## src/rtl/culsans_exit_ctrl_if.sv

```systemverilog
// culsans_exit_ctrl_if: single-cycle req/gnt memory port between the SoC and the exit controller.
//   req_i/we_i/addr_i/wdata_i/be_i : request from the bus master
//   gnt_o                           : request accepted (same cycle)
//   rvalid_o/rdata_o/err_o          : response, one cycle after grant
interface culsans_exit_ctrl_if #(
    parameter int AddrWidth = 12
);
    logic                 req_i;
    logic                 we_i;
    logic [AddrWidth-1:0] addr_i;
    logic [31:0]          wdata_i;
    logic [3:0]           be_i;
    logic                 gnt_o;
    logic                 rvalid_o;
    logic [31:0]          rdata_o;
    logic                 err_o;

    modport master (
        output req_i, we_i, addr_i, wdata_i, be_i,
        input  gnt_o, rvalid_o, rdata_o, err_o
    );

    modport slave (
        input  req_i, we_i, addr_i, wdata_i, be_i,
        output gnt_o, rvalid_o, rdata_o, err_o
    );
endinterface

```

## src/rtl/culsans_exit_ctrl.sv

```systemverilog
// culsans_exit_ctrl: memory-mapped end-of-test responder with sticky exit status, 64-bit cycle counter and optional watchdog.
//   clk_i   : clock
//   rst_ni  : asynchronous active-low reset
//   bus     : req/gnt slave port (culsans_exit_ctrl_if.slave)
//   exit_o  : {return code, done}, sticky until reset
// Optional feature macro: CULSANS_EXIT_WDOG_EN enables the WDOG_LIMIT register and hang watchdog.
// Register map (byte offsets): 0x00 EXIT, 0x08 CYCLE_LO, 0x0C CYCLE_HI, 0x10 WDOG_LIMIT, 0x14 SCRATCH.
module culsans_exit_ctrl #(
    parameter int          AddrWidth   = 12,
    parameter int unsigned DrainCycles = 16,
    parameter logic [30:0] WdogCode    = 31'h0000_DEAD
) (
    input  logic                clk_i,
    input  logic                rst_ni,
    culsans_exit_ctrl_if.slave  bus,
    output logic [31:0]         exit_o
);
    localparam int          WW        = AddrWidth - 2;
    localparam logic [7:0]  DrainLoad = 8'(DrainCycles - 1);

    typedef enum logic [1:0] {RUN, DRAIN, DONE} state_e;

    function automatic logic [31:0] merge(input logic [31:0] old, input logic [31:0] wd, input logic [3:0] be);
        logic [31:0] r;
        for (int i = 0; i < 4; i++) r[8*i +: 8] = be[i] ? wd[8*i +: 8] : old[8*i +: 8];
        return r;
    endfunction

    logic [WW-1:0] word;
    logic          sel_exit, sel_lo, sel_hi, sel_wdog, sel_scr, hit, wr, rd;
    logic [63:0]   cyc_q;
    logic [31:0]   shadow_q, exit_q, scr_q, rdata_q, rdata_d, exit_wdata;
    logic          rvalid_q, err_q, exit_set, wdog_fire;
    state_e        state_q, state_d;
    logic [7:0]    cnt_q, cnt_d;
    logic [30:0]   code_q, code_d;

    assign word     = bus.addr_i[AddrWidth-1:2];
    assign sel_exit = word == WW'(0);
    assign sel_lo   = word == WW'(2);
    assign sel_hi   = word == WW'(3);
    assign sel_wdog = word == WW'(4);
    assign sel_scr  = word == WW'(5);
    assign hit      = sel_exit | sel_lo | sel_hi | sel_wdog | sel_scr;
    assign wr       = bus.req_i & bus.we_i;
    assign rd       = bus.req_i & ~bus.we_i;

    assign exit_wdata = merge(exit_q, bus.wdata_i, bus.be_i);
    assign exit_set   = wr & sel_exit & bus.be_i[0] & bus.wdata_i[0];

`ifdef CULSANS_EXIT_WDOG_EN
    logic [31:0] wdog_q;
    always_ff @(posedge clk_i or negedge rst_ni) begin
        if (!rst_ni) wdog_q <= '0;
        else if (wr && sel_wdog) wdog_q <= merge(wdog_q, bus.wdata_i, bus.be_i);
    end
    assign wdog_fire = (wdog_q != '0) && (cyc_q[31:0] >= wdog_q);
`else
    logic [31:0] wdog_q;
    assign wdog_q    = '0;
    assign wdog_fire = 1'b0;
`endif

    // Writes to CYCLE_LO/HI fall through every write arm and are silently dropped.
    assign rdata_d = sel_exit ? exit_q :
                     sel_lo   ? cyc_q[31:0] :
                     sel_hi   ? shadow_q :
                     sel_wdog ? wdog_q :
                     sel_scr  ? scr_q : '0;

    always_ff @(posedge clk_i or negedge rst_ni) begin
        if (!rst_ni) begin
            cyc_q    <= '0;
            shadow_q <= '0;
            exit_q   <= '0;
            scr_q    <= '0;
            rvalid_q <= 1'b0;
            rdata_q  <= '0;
            err_q    <= 1'b0;
        end else begin
            cyc_q    <= cyc_q + 64'd1;
            rvalid_q <= bus.req_i;
            err_q    <= bus.req_i & ~hit;
            rdata_q  <= rd ? rdata_d : '0;
            // Snapshot the upper half so a following CYCLE_HI read pairs with this CYCLE_LO.
            if (rd && sel_lo) shadow_q <= cyc_q[63:32];
            if (wr && sel_exit) exit_q <= exit_wdata;
            if (wr && sel_scr) scr_q <= merge(scr_q, bus.wdata_i, bus.be_i);
        end
    end

    always_ff @(posedge clk_i or negedge rst_ni) begin
        if (!rst_ni) begin
            state_q <= RUN;
            cnt_q   <= '0;
            code_q  <= '0;
        end else begin
            state_q <= state_d;
            cnt_q   <= cnt_d;
            code_q  <= code_d;
        end
    end

    // Drain counter is loaded with DrainCycles-1 so DONE is visible DrainCycles+1 cycles after the grant.
    // The code is only latched on leaving RUN, so the first exit source wins.
    always_comb begin
        state_d = state_q;
        cnt_d   = cnt_q;
        code_d  = code_q;
        case (state_q)
            RUN: begin
                if (exit_set) begin
                    state_d = DRAIN;
                    cnt_d   = DrainLoad;
                    code_d  = exit_wdata[31:1];
                end else if (wdog_fire) begin
                    state_d = DRAIN;
                    cnt_d   = DrainLoad;
                    code_d  = WdogCode;
                end
            end
            DRAIN: begin
                if (cnt_q == '0) state_d = DONE;
                else cnt_d = cnt_q - 8'd1;
            end
            default: ;
        endcase
    end

    assign exit_o       = (state_q == DONE) ? {code_q, 1'b1} : '0;
    assign bus.gnt_o    = bus.req_i;
    assign bus.rvalid_o = rvalid_q;
    assign bus.rdata_o  = rdata_q;
    assign bus.err_o    = err_q;
endmodule
```

## src/flat_wrapper.sv

```systemverilog
// flat-port wrapper written by rule: the top's interface ports become plain ports
module culsans_exit_ctrl_flat 
#(
    parameter int          AddrWidth   = 12,
    parameter int unsigned DrainCycles = 16,
    parameter logic [30:0] WdogCode    = 31'h0000_DEAD
)
  (clk_i, rst_ni, exit_o, bus_req_i, bus_we_i, bus_addr_i, bus_wdata_i, bus_be_i, bus_gnt_o, bus_rvalid_o, bus_rdata_o, bus_err_o);
  culsans_exit_ctrl_if #(.AddrWidth(AddrWidth)) bus_i ();
  input  logic clk_i;
  input  logic rst_ni;
  output logic [31:0] exit_o;
  input wire logic [$bits(bus_i.req_i)-1:0] bus_req_i;
  input wire logic [$bits(bus_i.we_i)-1:0] bus_we_i;
  input wire logic [$bits(bus_i.addr_i)-1:0] bus_addr_i;
  input wire logic [$bits(bus_i.wdata_i)-1:0] bus_wdata_i;
  input wire logic [$bits(bus_i.be_i)-1:0] bus_be_i;
  output wire logic [$bits(bus_i.gnt_o)-1:0] bus_gnt_o;
  output wire logic [$bits(bus_i.rvalid_o)-1:0] bus_rvalid_o;
  output wire logic [$bits(bus_i.rdata_o)-1:0] bus_rdata_o;
  output wire logic [$bits(bus_i.err_o)-1:0] bus_err_o;
  assign bus_i.req_i = bus_req_i;
  assign bus_i.we_i = bus_we_i;
  assign bus_i.addr_i = bus_addr_i;
  assign bus_i.wdata_i = bus_wdata_i;
  assign bus_i.be_i = bus_be_i;
  assign bus_gnt_o = bus_i.gnt_o;
  assign bus_rvalid_o = bus_i.rvalid_o;
  assign bus_rdata_o = bus_i.rdata_o;
  assign bus_err_o = bus_i.err_o;
  culsans_exit_ctrl #(.AddrWidth(AddrWidth), .DrainCycles(DrainCycles), .WdogCode(WdogCode)) u_core (.clk_i(clk_i), .rst_ni(rst_ni), .bus(bus_i), .exit_o(exit_o));
endmodule
```

## config.mk

```make
export PLATFORM = sky130hd
export DESIGN_NAME = culsans_exit_ctrl_flat
export DESIGN_NICKNAME = d
export VERILOG_FILES = /design/src/rtl/culsans_exit_ctrl_if.sv /design/src/rtl/culsans_exit_ctrl.sv /design/src/flat_wrapper.sv
export SDC_FILE = /design/constraint.sdc
export NUM_CORES = 1
export LEC_CHECK = 0
export CORE_MARGIN = 4
export CORE_UTILIZATION = 57
export CTS_CLUSTER_SIZE = 14
export DETAILED_ROUTE_END_ITERATION = 7
export PLACE_DENSITY = 0.81
export RECOVER_POWER = 100
export SLEW_MARGIN = 30
export SYNTH_ARGS = -nofsm -noshare
export SYNTH_HDL_FRONTEND = slang
export SYNTH_SLANG_ARGS = --single-unit
```

## constraint.sdc

```tcl
create_clock -name clk_i -period 2.8 [get_ports clk_i]
set_clock_uncertainty 0.2 [all_clocks]
set_input_delay 0.56 -clock clk_i [delete_from_list [all_inputs] [get_ports clk_i]]
set_output_delay 0.56 -clock clk_i [all_outputs]
set_load 0.05 [all_outputs]
```

== Yosys cells after proc, flatten, opt, wreduce, memory -nomap -nowiden ==
Cells that the tools add are included.

* Logic and storage cells: 69
* Input port bits: 52
* Register bits after elaboration: 235
* Output and inout bits: 67

* $add $sub $neg: 2
* Bitwise gates (word level): 12
* Muxes and demuxes: 17
* Reduce and logical (&&, ||, !) cells: 15
* Eq/ne operators: 9

{| class="wikitable"
|+ Operators with widths
! operator !! count
|-
| 2-to-1 mux 32 bit || 7
|-
| adder 64 x 1 -> 64 bit (second input constant) || 1
|-
| 2-to-1 mux 8 bit || 6
|-
| equality test 10 x 2 -> 1 bit (second input constant) || 2
|-
| equality test 10 x 3 -> 1 bit (second input constant) || 2
|-
| case mux 8 bit (2 select lines) || 1
|-
| AND reduction 2 bit || 6
|-
| logical NOT 10 bit || 1
|-
| logical NOT 8 bit || 1
|-
| subtractor 8 x 1 -> 8 bit (second input constant) || 1
|-
| bitwise AND 1 bit || 6
|-
| AND reduction 3 bit || 2
|-
| 2-to-1 mux 2 bit || 2
|-
| != test 2 x 1 -> 1 bit (second input constant) || 2
|-
| bitwise OR 1 bit || 4
|-
| case mux 2 bit (2 select lines) || 1
|-
| logical AND 1 bit || 3
|-
| equality test 2 x 1 -> 1 bit (second input constant) || 1
|-
| equality test 2 bit (second input constant) || 1
|-
| logical NOT 2 bit || 1
|-
| != test 2 bit (second input constant) || 1
|-
| NOT 1 bit || 2
|-
| nonzero test 2 bit || 1
|}

== Depth between registers and ports, before layout ==
* Depth in word-level cells: 7
* Depth in mapped cells: 8
* Mapped depth without buffers: 7

== Worst setup path after synthesis ==
OpenSTA, ideal clock, no wires.

* Path type: reg-to-output
* From: register u_core.state_q[1]
* To: output port exit_o[22]
* Path buffers: 2
* Data arrival time: 1910 ps
* Cell stages (with the launch flop): 5
* Slack: 130 ps
* Data required time: 2040 ps
* Path through: dfrtp_1 > clkbuf_1 > nor2b_1 > clkbuf_1 > and2_1

* Longest elaborated chain between the ends: 2

{| class="wikitable"
|+ RTL lines
! what !! RTL line !! text
|-
| from (decl) || culsans_exit_ctrl.sv:34 || <nowiki>state_e state_q, state_d;</nowiki>
|-
| from (signal assigned) || culsans_exit_ctrl.sv:98 || <nowiki>state_q <= state_d;</nowiki>
|-
| equality test 2 bit || culsans_exit_ctrl.sv:130 || <nowiki>assign exit_o = (state_q == DONE) ? {code_q, 1'b1} : '0;</nowiki>
|-
| 2-to-1 mux 32 bit || culsans_exit_ctrl.sv:130 ||
|-
| to (decl) || flat_wrapper.sv:12 || <nowiki>output logic [31:0] exit_o;</nowiki>
|}

No other way between the ends.

== Worst setup path after layout ==
* From: register u_core.state_q[1]
* To: output port exit_o[10]

Same word-level chain as after synthesis.

==> impl_metrics.yaml <==
worst_setup_path:
  end_kind: "primary output"
  crit_fanout: 32
  path_class: "flop to primary output"
  cp.required_ns: 2.04
  critPathLaunchType: "flop"
  arrival_ns: 1.89
finish:
  drive_gt1_share_pct: 18.21
  multiInputGateArea_sq_um: 4623
  seq_area_sq_um: 5881
  fin_nets: 1159
  syn2layout_area_growth_pct: 24.66
  fill_cells: 1226
  final_util_pct: 72.22
  num_antenna_cells: 0
  instances_no_fill: 1354
global_routing:
  grt_max_degree: 71
  use_met2_pct: 40.15
  grt.overflow.total: 0
  gr-usage-met3_pct: 3.737
  use_met1_pct: 36.89
  top_usage_layer: "met2"
  grt_util_all_layers_pct: 25.12
  antenna_found_initial: 1
  grt_pass1_wl_um: 43130
  grt_pass1_vias: 7769
clock_network:
  htree_num_levels: 1
  cts_root_buf: "clkbuf_16"
  hold_buffers: 1
  cts_resized: 0
  clkLatencyLatePin_ns: 0.52
  cts_buffers: 24
  tritoncts: "done"
  post_cts_buffers: 0
  cts.path.max_buffers: 3
  clkTransAtPathRegs_ns: 0.06
  clock-sinks: 235
yosys:
  ys_warn_count: 0
  yosys-top-cells-area: "dfrtp_1 (54%), mux2_2 (8.4%), mux2i_1 (5.7%)"
  yosysMostFrequentCell: "dfrtp_1"
  synth_top_area_share_pct: 54.45
  synth_seq_area_share_pct: 54.45
  synth.distinct_cells: 41
  synth_edf_count: 0
  synth_xor_area_share_pct: 5.271
  synth_cells: 965
  yosys.area_share.simple_pct: 14.65
  synth.cell_area_sq_um: 10800
  muxShareOfSynthArea_pct: 15.03
  synth_top_area_cell: "dfrtp_1"
  synth_nets: 1020
  synthAdderAreaFrac_pct: 0.3475
  synth_top_cells_by_count: "dfrtp_1 (235), nand2_1 (106), mux2_2 (81)"
  ys_ff_latch: 235
  synth_compound_area_share_pct: 7.878
  async_flop_share_pct: 100.0
  synth_top_family_by_area: "multiplexers"
  syn_avg_cell_area_sq_um: 11.19
  ys.flop_type: "dfrtp_1"
sta:
  tightest_slew_ns: 1.177
  setup_violations: 0
  finalCritPeriodShare_pct: 94.63
  max-slew-margin-rel_pct: 21.52
  rsz0062_at_grt: "no"
  max_freq_mhz: 377.4
  hold_viol_final: 0
  period_minus_slack_ns: 2.650
  maxSlewViolCount: 0
  hold_slack_ns: 0.2674
die:
  die_area_sq_um: 21210
  num_rows: 50
  die_height_um: 145.7
  initial_utilization_pct: 57.93
  core_sq_um: 18640
  io_pins: 119
  die_w_um: 145.7
placed_design:
  place_inst: 1311
  dp_hpwl_um: 18930
  portBuffers: 116
  place_congestion: 0.9337
hold_path:
  hp-class: "flop to flop"
route:
  antenna_left: 0
  drt_first_iter_violations: 638
  wirelength_um: 26580
  drc: 0
  vias: 7961
  detail_route.wl_per_cell_um: 19.63
  firstDrtPassIters: 5
  via_per_inst: 5.880
status:
  status: "completed"
power:
  ir_drop_uv: 454.8
  p_leak_nw: 6.330
  pwr_density_cell_nw_per_um2: 516.4
  p_total_mw: 6.953
job:
  drv_cap: 0
-- worst paths after layout --
| kind | cells after the start | endpoint | slack (ns) | startpoint |
|---|---|---|---|---|
| max | 4 | exit_o[10] | 0.15 | u_core.state_q[1]$_DFFE_PN0P_ |
| min | 2 | u_core.code_q[7]$_DFFE_PN0P_ | 0.27 | u_core.code_q[7]$_DFFE_PN0P_ |
| max reg2reg | 6 | u_core.cyc_q[63]$_DFF_PN0_ | 0.24 | u_core.cyc_q[19]$_DFF_PN0_ |
| min reg2reg | 2 | u_core.code_q[7]$_DFFE_PN0P_ | 0.27 | u_core.code_q[7]$_DFFE_PN0P_ |
| max in group asynchronous | 3 | u_core.cyc_q[58]$_DFF_PN0_ | 0.47 | rst_ni |
| min in group asynchronous | 2 | u_core.code_q[1]$_DFFE_PN0P_ | 0.39 | rst_ni |
-- power breakdown --
| part | switching (mW) | internal [mW] | leakage, nW |
|---|---|---|---|
| Sequential | 0.00403 | 3.40 | 3.26 |
| Clock | 1.29 | 1.93 | 0.396 |
| Combinational | 0.203 | 0.129 | 2.67 |
| Total | 1.49 | 5.46 | 6.33 |
-- per-layer routing --
| metal | up-vias | part of all wire, % |
|---|---|---|
| met1 | 3919 | 45 |
| met4 | 2 | 2.1 |
| met3 | 51 | 5.9 |
| li1 | 3699 | - |
| met5 | - | 0.026 |
| met2 | 290 | 47 |
-- worst max-delay path: stages, from the launching register on --
cell,delay (ns)
dfrtp_1,0.50
nor2b_2,0.19
buf_4,0.27
and2_0,0.26
buf_12,0.16
-- registers in the layout, summed over array words and instances, names as in the netlist --
signal	flops
u_core.bus.rvalid_o	1
u_core.bus.rdata_o	32
u_core.cyc_q	64
u_core.shadow_q	32
u_core.scr_q	32
u_core.cnt_q	8
u_core.exit_q	32
u_core.code_q	31
u_core.bus.err_o	1
u_core.state_q	2
-- area by class of cell --
cell class / count / area share [%]
well taps: 234 / 2.175
inverters: 13 / 0.3624
repair buffers: 163 / 13.48
flip-flops and latches: 235 / 43.68
clock inverters: 5 / 0.3903
clock buffers: 37 / 5.576
multi-input cells: 667 / 34.34
-- kinds of logic (layout without fill, tap and decap cells) --
| family | Yosys count | in the layout |
|---|---|---|
| AO/OA/AOI/OAI | 148 | 148 |
| XOR/XNOR | 65 | 65 |
| adder cells (fa/ha/maj) | 3 | 3 |
| buffers and inverters | 63 | 218 |
| flip-flops | 235 | 235 |
| multiplexers | 151 | 151 |
| AND/OR/NAND/NOR | 300 | 300 |
-- metrics by stage --
step / worst slack [ns] / TNS, ns / area (sq um)
after floorplan: 0.1299 / 0 / 10800
after detailed placement: -0.1205 / -3.555 / 12840
final: 0.1504 / 0 / 13460
after global routing: 0.05101 / 0 / 13460
after global placement: -0.09067 / -1.998 / 12840
after CTS: 0.1890 / 0 / 13650
-- cells in the final DEF, fill, tap and decap left out, drive strengths merged, types with 8 or more instances in the layout --
master | synthesis | final
and3 | 8 | 8
nand2 | 106 | 106
nor3 | 18 | 18
nor2 | 27 | 27
nand4 | 27 | 27
clkdlybuf4s50 | 0 | 46
clkbuf | 35 | 56
dfrtp | 235 | 235
mux2 | 89 | 89
buf | 15 | 62
xor2 | 37 | 37
inv | 13 | 13
a21oi | 66 | 66
and2 | 37 | 37
nand3 | 40 | 40
nor4 | 23 | 23
xnor2 | 28 | 28
o21ai | 43 | 43
dlygate4sd3 | 0 | 36
a211oi | 31 | 31
mux2i | 62 | 62
Note: power is estimated with default switching activity, not from simulation.
==> edit 1 (same flow settings) <==
`AddrWidth` is set to 12 in 3 places; all go to 11.
--- a/src/rtl/culsans_exit_ctrl_if.sv
+++ b/src/rtl/culsans_exit_ctrl_if.sv
@@ -5,3 +5,3 @@
 interface culsans_exit_ctrl_if #(
-    parameter int AddrWidth = 12
+    parameter int AddrWidth = 11
 );
--- a/src/rtl/culsans_exit_ctrl.sv
+++ b/src/rtl/culsans_exit_ctrl.sv
@@ -8,3 +8,3 @@
 module culsans_exit_ctrl #(
-    parameter int          AddrWidth   = 12,
+    parameter int          AddrWidth   = 11,
     parameter int unsigned DrainCycles = 16,
--- a/src/flat_wrapper.sv
+++ b/src/flat_wrapper.sv
@@ -3,3 +3,3 @@
 #(
-    parameter int          AddrWidth   = 12,
+    parameter int          AddrWidth   = 11,
     parameter int unsigned DrainCycles = 16,
Ports: changed (resized bus_addr_i); port bits go from 119 to 118. The function was not compared with the original's and may differ.
==> edit 1 against the original RTL <==
  * The run now ends with capacitance limit, slew limit left
  * Routed wire length grew 0.45%
  * Register-to-register slack lost 0.08 ns
  * Clock power shrank 1%
  * First-iteration DRC count grew 28%
  * Cell area shrank 0.64%
  * Setup slack lost 0.060 ns
  * Sequential cell count is the same
  * Total power shrank 0.40%
  * Area after synthesis shrank 0.70%
  * Via count shrank 1.5%
  * Highest routed layer is now met4
==> edit 1: results (changes against the original RTL) <==
status = complete, but fails checks (was finished clean)
failing checks = capacitance limit, slew limit
initial antenna violation count = 0 (was 1)
crit path DAT = 2.90 ns (was 1.89 ns)
Buffers on Ports = 115 (was 116)
Hold Crit Endpoint = u_core.bus.rdata_o[30] (was u_core.code_q[7])
Post-Route WL = 26.70 mm (was 26.58 mm)
WHS Path Cells = 3 (was 2)
routed vias/inst = 5.966 (was 5.880)
Yosys warnings = 0 (unchanged)
Async S/R FF share, synth = 1.000 (unchanged)
placer congestion estimate = 0.8395 (was 0.9337)
worst r2r path cells = 7 (was 6)
Critical Path Fanout Max = 32 (unchanged)
Reg clk slew, reported paths = 0.06 ns (about the same)
pin count of the biggest net entering global routing = 74 (was 71)
worst hold margin = 0.2605 ns (was 0.2674 ns)
DR pass1 iterations = 5 (unchanged)
slowest cell on the critical path = or4b_2 (was dfrtp_1)
Iteration-0 DRC Markers = 817 (was 638)
# diodes = 0 (unchanged)
vias in the first global route = 7864 (was 7769)
Biggest register = u_core.cyc_q (unchanged)
Total GRT Usage = 0.2522 (was 0.2512)
post-synthesis net count = 987 (was 1020)
fillcell total = 1194 (was 1226)
hold crit path type = in -> reg (was reg -> reg)
reg2reg start = u_core.cyc_q[27] (was u_core.cyc_q[19])
FF-to-FF setup slack = 0.16 ns (was 0.24 ns)
Max rail drop VDD = 423.1 µV (was 454.8 µV)
Post-CTS Setup Inserts = 0 (unchanged)
Synth cell types = 45 (was 41)
hold path start = bus_addr_i[3] (was u_core.code_q[7])
share of cells above drive strength 1 = 0.1924 (was 0.1821)
first-pass GRT wire length = 43.65 mm (was 43.13 mm)
Final nets = 1124 (was 1159)
register area share after synthesis = 0.5483 (was 0.5445)
Slew headroom = -0.1186 (was 0.2152)
Post-synth top cells = 235 x dfrtp_1, 98 x a21oi_1, 66 x nand2_1 (was 235 x dfrtp_1, 106 x nand2_1, 81 x mux2_2)
leak pwr = 6.424 nW (was 6.330 nW)
Inserted Clock Buffers = 24 (unchanged)
Worst-Skew Late Latency = 0.52 ns (about the same)
max reg flops = 64 (unchanged)
max-cap viol count = 1 (was 0)
number of H-tree levels = 1 (unchanged)
Critical Path Max Stage Delay = 0.66 ns (was 0.50 ns)
Final Max Tran Viols = 72 (was 0)
reg2reg end = u_core.cyc_q[63] (unchanged)
Detailed Place HPWL = 18.52 mm (was 18.93 mm)
Area contributors post-synth = dfrtp_1 55%, mux2_2 6.8%, mux2i_1 5.8%, a21oi_1 4.6%, mux2_4 4.2% (was dfrtp_1 54%, mux2_2 8.4%, mux2i_1 5.7%, nand2_1 3.7%, a21oi_1 3.1%)
Clock Tree Root = clkbuf_16 (unchanged)
CTS Buffer Depth = 3 (unchanged)
## edit 1: changes by cell type after synthesis, moves of 9 or more
cell     delta
a21oi_1    +32
buf_2       -9
mux2_2     -16
mux2_4     +30
nand2_1    -40
nand3_1    -14
nor2_1     +31
o21ai_0     -9
o21ai_1    -29
## edit 1: worst max path at each step
stage                     cells past startpoint                  end          start  slack [ns]
after floorplan                               8  u_core.shadow_q[10]  bus_addr_i[6]        0.13
after global placement                        7  u_core.shadow_q[26]  bus_addr_i[6]       -0.39
after detailed placement                      7  u_core.shadow_q[30]  bus_addr_i[6]       -0.44
after CTS                                     7   u_core.shadow_q[3]  bus_addr_i[6]        0.09
after global routing                          7   u_core.shadow_q[3]  bus_addr_i[6]       0.009
final                                         7   u_core.shadow_q[3]  bus_addr_i[6]        0.09
## edit 1: area by class of cell
| class | instances | share of cell area |
|---|---|---|
| repair buffers | 161 | 0.1340 |
| well taps | 229 | 0.02142 |
| clock buffers | 35 | 0.05406 |
| flip-flops and latches | 235 | 0.4396 |
| clock inverters | 7 | 0.004489 |
| multi-input cells | 634 | 0.3425 |
| inverters | 14 | 0.003928 |
## edit 1: where the power goes
part | leakage, nW | switching, mW | total (mW) | internal, mW
combinational | 2.79 | 0.208 | 0.342 | 0.134
sequential | 3.24 | 0.00761 | 3.41 | 3.41
clock | 0.394 | 1.30 | 3.17 | 1.87
## edit 1: metal layers
layer	vias to the layer above	wire, µm	global-route usage
met1	3892	11520	0.3741
met4	0	526	0.05081
met2	343	12730	0.4035
met3	44	1918	0.03679
met5	-	0	0
li1	3566	-	-
## edit 1: repair_timing
item,4_1_cts,5_1_grt
gates resized for setup,0,0
hold buffers,1,0
hold endpoints to repair,69,0
## edit 1: worst max-delay path: cells and delay by family
family | cells | cell delay [ns]
buf+inv | 2 | 0.67
mux | 1 | 0.32
simple gates | 4 | 1.31
## edit 1: logic make-up (layout without fill, tap and decap cells)
| family | count (synthesis) | count (layout) | synth area share |
|---|---|---|---|
| flops | 235 | 235 | 0.5483 |
| xor+xnor | 65 | 65 | 0.05308 |
| fa+ha+maj | 3 | 3 | 0.003500 |
| buf+inv | 64 | 217 | 0.02497 |
| compound gates | 142 | 142 | 0.07583 |
| mux | 157 | 157 | 0.1681 |
| simple gates | 267 | 267 | 0.1262 |
## edit 1: per-stage QoR
stage,utilization,instance area [µm²],cells,setup slack [ns],setup TNS [ns]
global placement,0.6976,12700,1272,-0.3919,-20.49
CTS,0.7412,13500,1315,0.08562,0
finish,0.7347,13380,1315,0.09050,0
floorplan,-,10730,933,0.1325,0
detailed placement,0.6976,12700,1272,-0.4403,-23.10
global route,0.7347,13380,1315,0.009159,0
==> edit 2 (same settings) <==
Made on the original files. `rdata_q` no longer has a reset.
--- a/src/rtl/culsans_exit_ctrl.sv
+++ b/src/rtl/culsans_exit_ctrl.sv
@@ -77,3 +77,2 @@
             rvalid_q <= 1'b0;
-            rdata_q  <= '0;
             err_q    <= 1'b0;
@@ -83,3 +82,2 @@
             err_q    <= bus.req_i & ~hit;
-            rdata_q  <= rd ? rdata_d : '0;
             // Snapshot the upper half so a following CYCLE_HI read pairs with this CYCLE_LO.
@@ -89,2 +87,6 @@
         end
+    end
+
+    always_ff @(posedge clk_i) begin
+        rdata_q <= rd ? rdata_d : '0;
     end
Formal check against the unedited RTL: differs if rst_ni is asserted again (counterexample within 4 cycles, from zero or initial values and one cycle with rst_ni low); with rst_ni held inactive, the same outputs for 4 cycles.
==> edit 2 against the original RTL <==
  * The flow now finishes with violations (capacitance limit, slew limit)
  * Fmax down 2.4%
  * Clock power down 2%
  * Setup slack worse by 0.064 ns
  * Die area down 2.7%
  * Area after synthesis down 2.8%
  * Synthesized cell count down 3.6%
  * Sequential power about the same
  * Sequential cell count unchanged
  * Cell area down 2.3%
  * Routed wire length down 2.1%
  * Total power down 1.3%
  * Non-clock buffer count down 9
  * Critical path type is now in -> reg
==> edit 2: results (changes against the original RTL) <==
status = complete, but fails checks (was finished clean)
failing checks = capacitance limit, slew limit
Final nets = 1118 (was 1159)
Inst Count DP = 1265 (was 1311)
Max rail drop VDD = 435.5 µV (was 454.8 µV)
max-cap viol count = 1 (was 0)
reg2reg start = u_core.cyc_q[20] (was u_core.cyc_q[19])
Final Max Tran Viols = 64 (was 0)
Placed Area = 12490 µm² (was 12840 µm²)
clock buffers = 39 (was 37)
Logic power comb = 304 µW (was 332 µW)
met2 WL post-DR = 12.40 mm (was 12.60 mm)
Total GRT Usage = 0.2567 (was 0.2512)
Routed WL per cell = 19.87 µm (was 19.63 µm)
Hold Crit Endpoint = u_core.cyc_q[63] (was u_core.code_q[7])
post-synthesis net count = 985 (was 1020)
Critical Path Fanout Max = 8 (was 32)
M3 GR Usage = 0.04359 (was 0.03737)
Post-Route WL = 26.03 mm (was 26.58 mm)
placer congestion estimate = 0.8191 (was 0.9337)
pin count of the biggest net entering global routing = 64 (was 71)
wire length on met1 = 11.65 mm (was 11.85 mm)
dpl ws = -0.3294 ns (was -0.1205 ns)
buffer share of cell area = 0.1358 (was 0.1348)
Critical Path Max Stage Delay = 0.58 ns (was 0.50 ns)
critical path's top delay family = simple AND/OR/NAND/NOR gates (was flip-flops)
Final clock-cell share = 0.05980 (was 0.05966)
worst hold margin = 0.2764 ns (was 0.2674 ns)
==> edit 2: changes by cell type after synthesis, sizes merged, moves of 9 or more <==
| cell | change |
|---|---|
| a21oi | -31 |
| dfxtp | +32 |
| a211oi | -30 |
| nand2 | -34 |
| o21ai | +25 |
| nand3 | -12 |
| nor4 | -12 |
| mux2i | -59 |
| a22oi | +32 |
| xnor2 | +10 |
| xor2 | -9 |
| mux2 | +57 |
| dfrtp | -32 |
| nor2 | +36 |
==> edit 2: kinds of logic (layout without fill, tap and decap cells) <==
| family | count (synthesis) | in the layout | synth area share |
|---|---|---|---|
| AND/OR/NAND/NOR | 276 | 276 | 0.1368 |
| flip-flops | 235 | 235 | 0.5450 |
| multiplexers | 149 | 149 | 0.1595 |
| AO/OA/AOI/OAI | 142 | 142 | 0.07748 |
| XOR/XNOR | 66 | 66 | 0.05507 |
| buffers and inverters | 59 | 210 | 0.02253 |
| adder cells (fa/ha/maj) | 3 | 3 | 0.003576 |
==> edit 2: how the worst max path moves through the flow <==
stage / from / endpoint / slack, ns
6_report: bus_addr_i[6] / u_core.exit_q[29] / 0.09
5_1_grt: u_core.state_q[1] / exit_o[14] / 0.02
4_1_cts: u_core.state_q[1] / exit_o[17] / 0.01
3_5_place_dp: bus_addr_i[6] / u_core.code_q[13] / -0.33
3_3_place_gp: bus_addr_i[6] / u_core.code_q[26] / -0.30
2_1_floorplan: bus_addr_i[6] / u_core.code_q[17] / 0.12
==> edit 2: worst register-to-register path: stages (launching register included) <==
cell and delay [ns]:
dfrtp_1 0.44, nand4_1 0.22, nor4_1 0.57, nand4_1 0.19, clkbuf_1 0.29, nor3_1 0.33, xor2_1 0.17
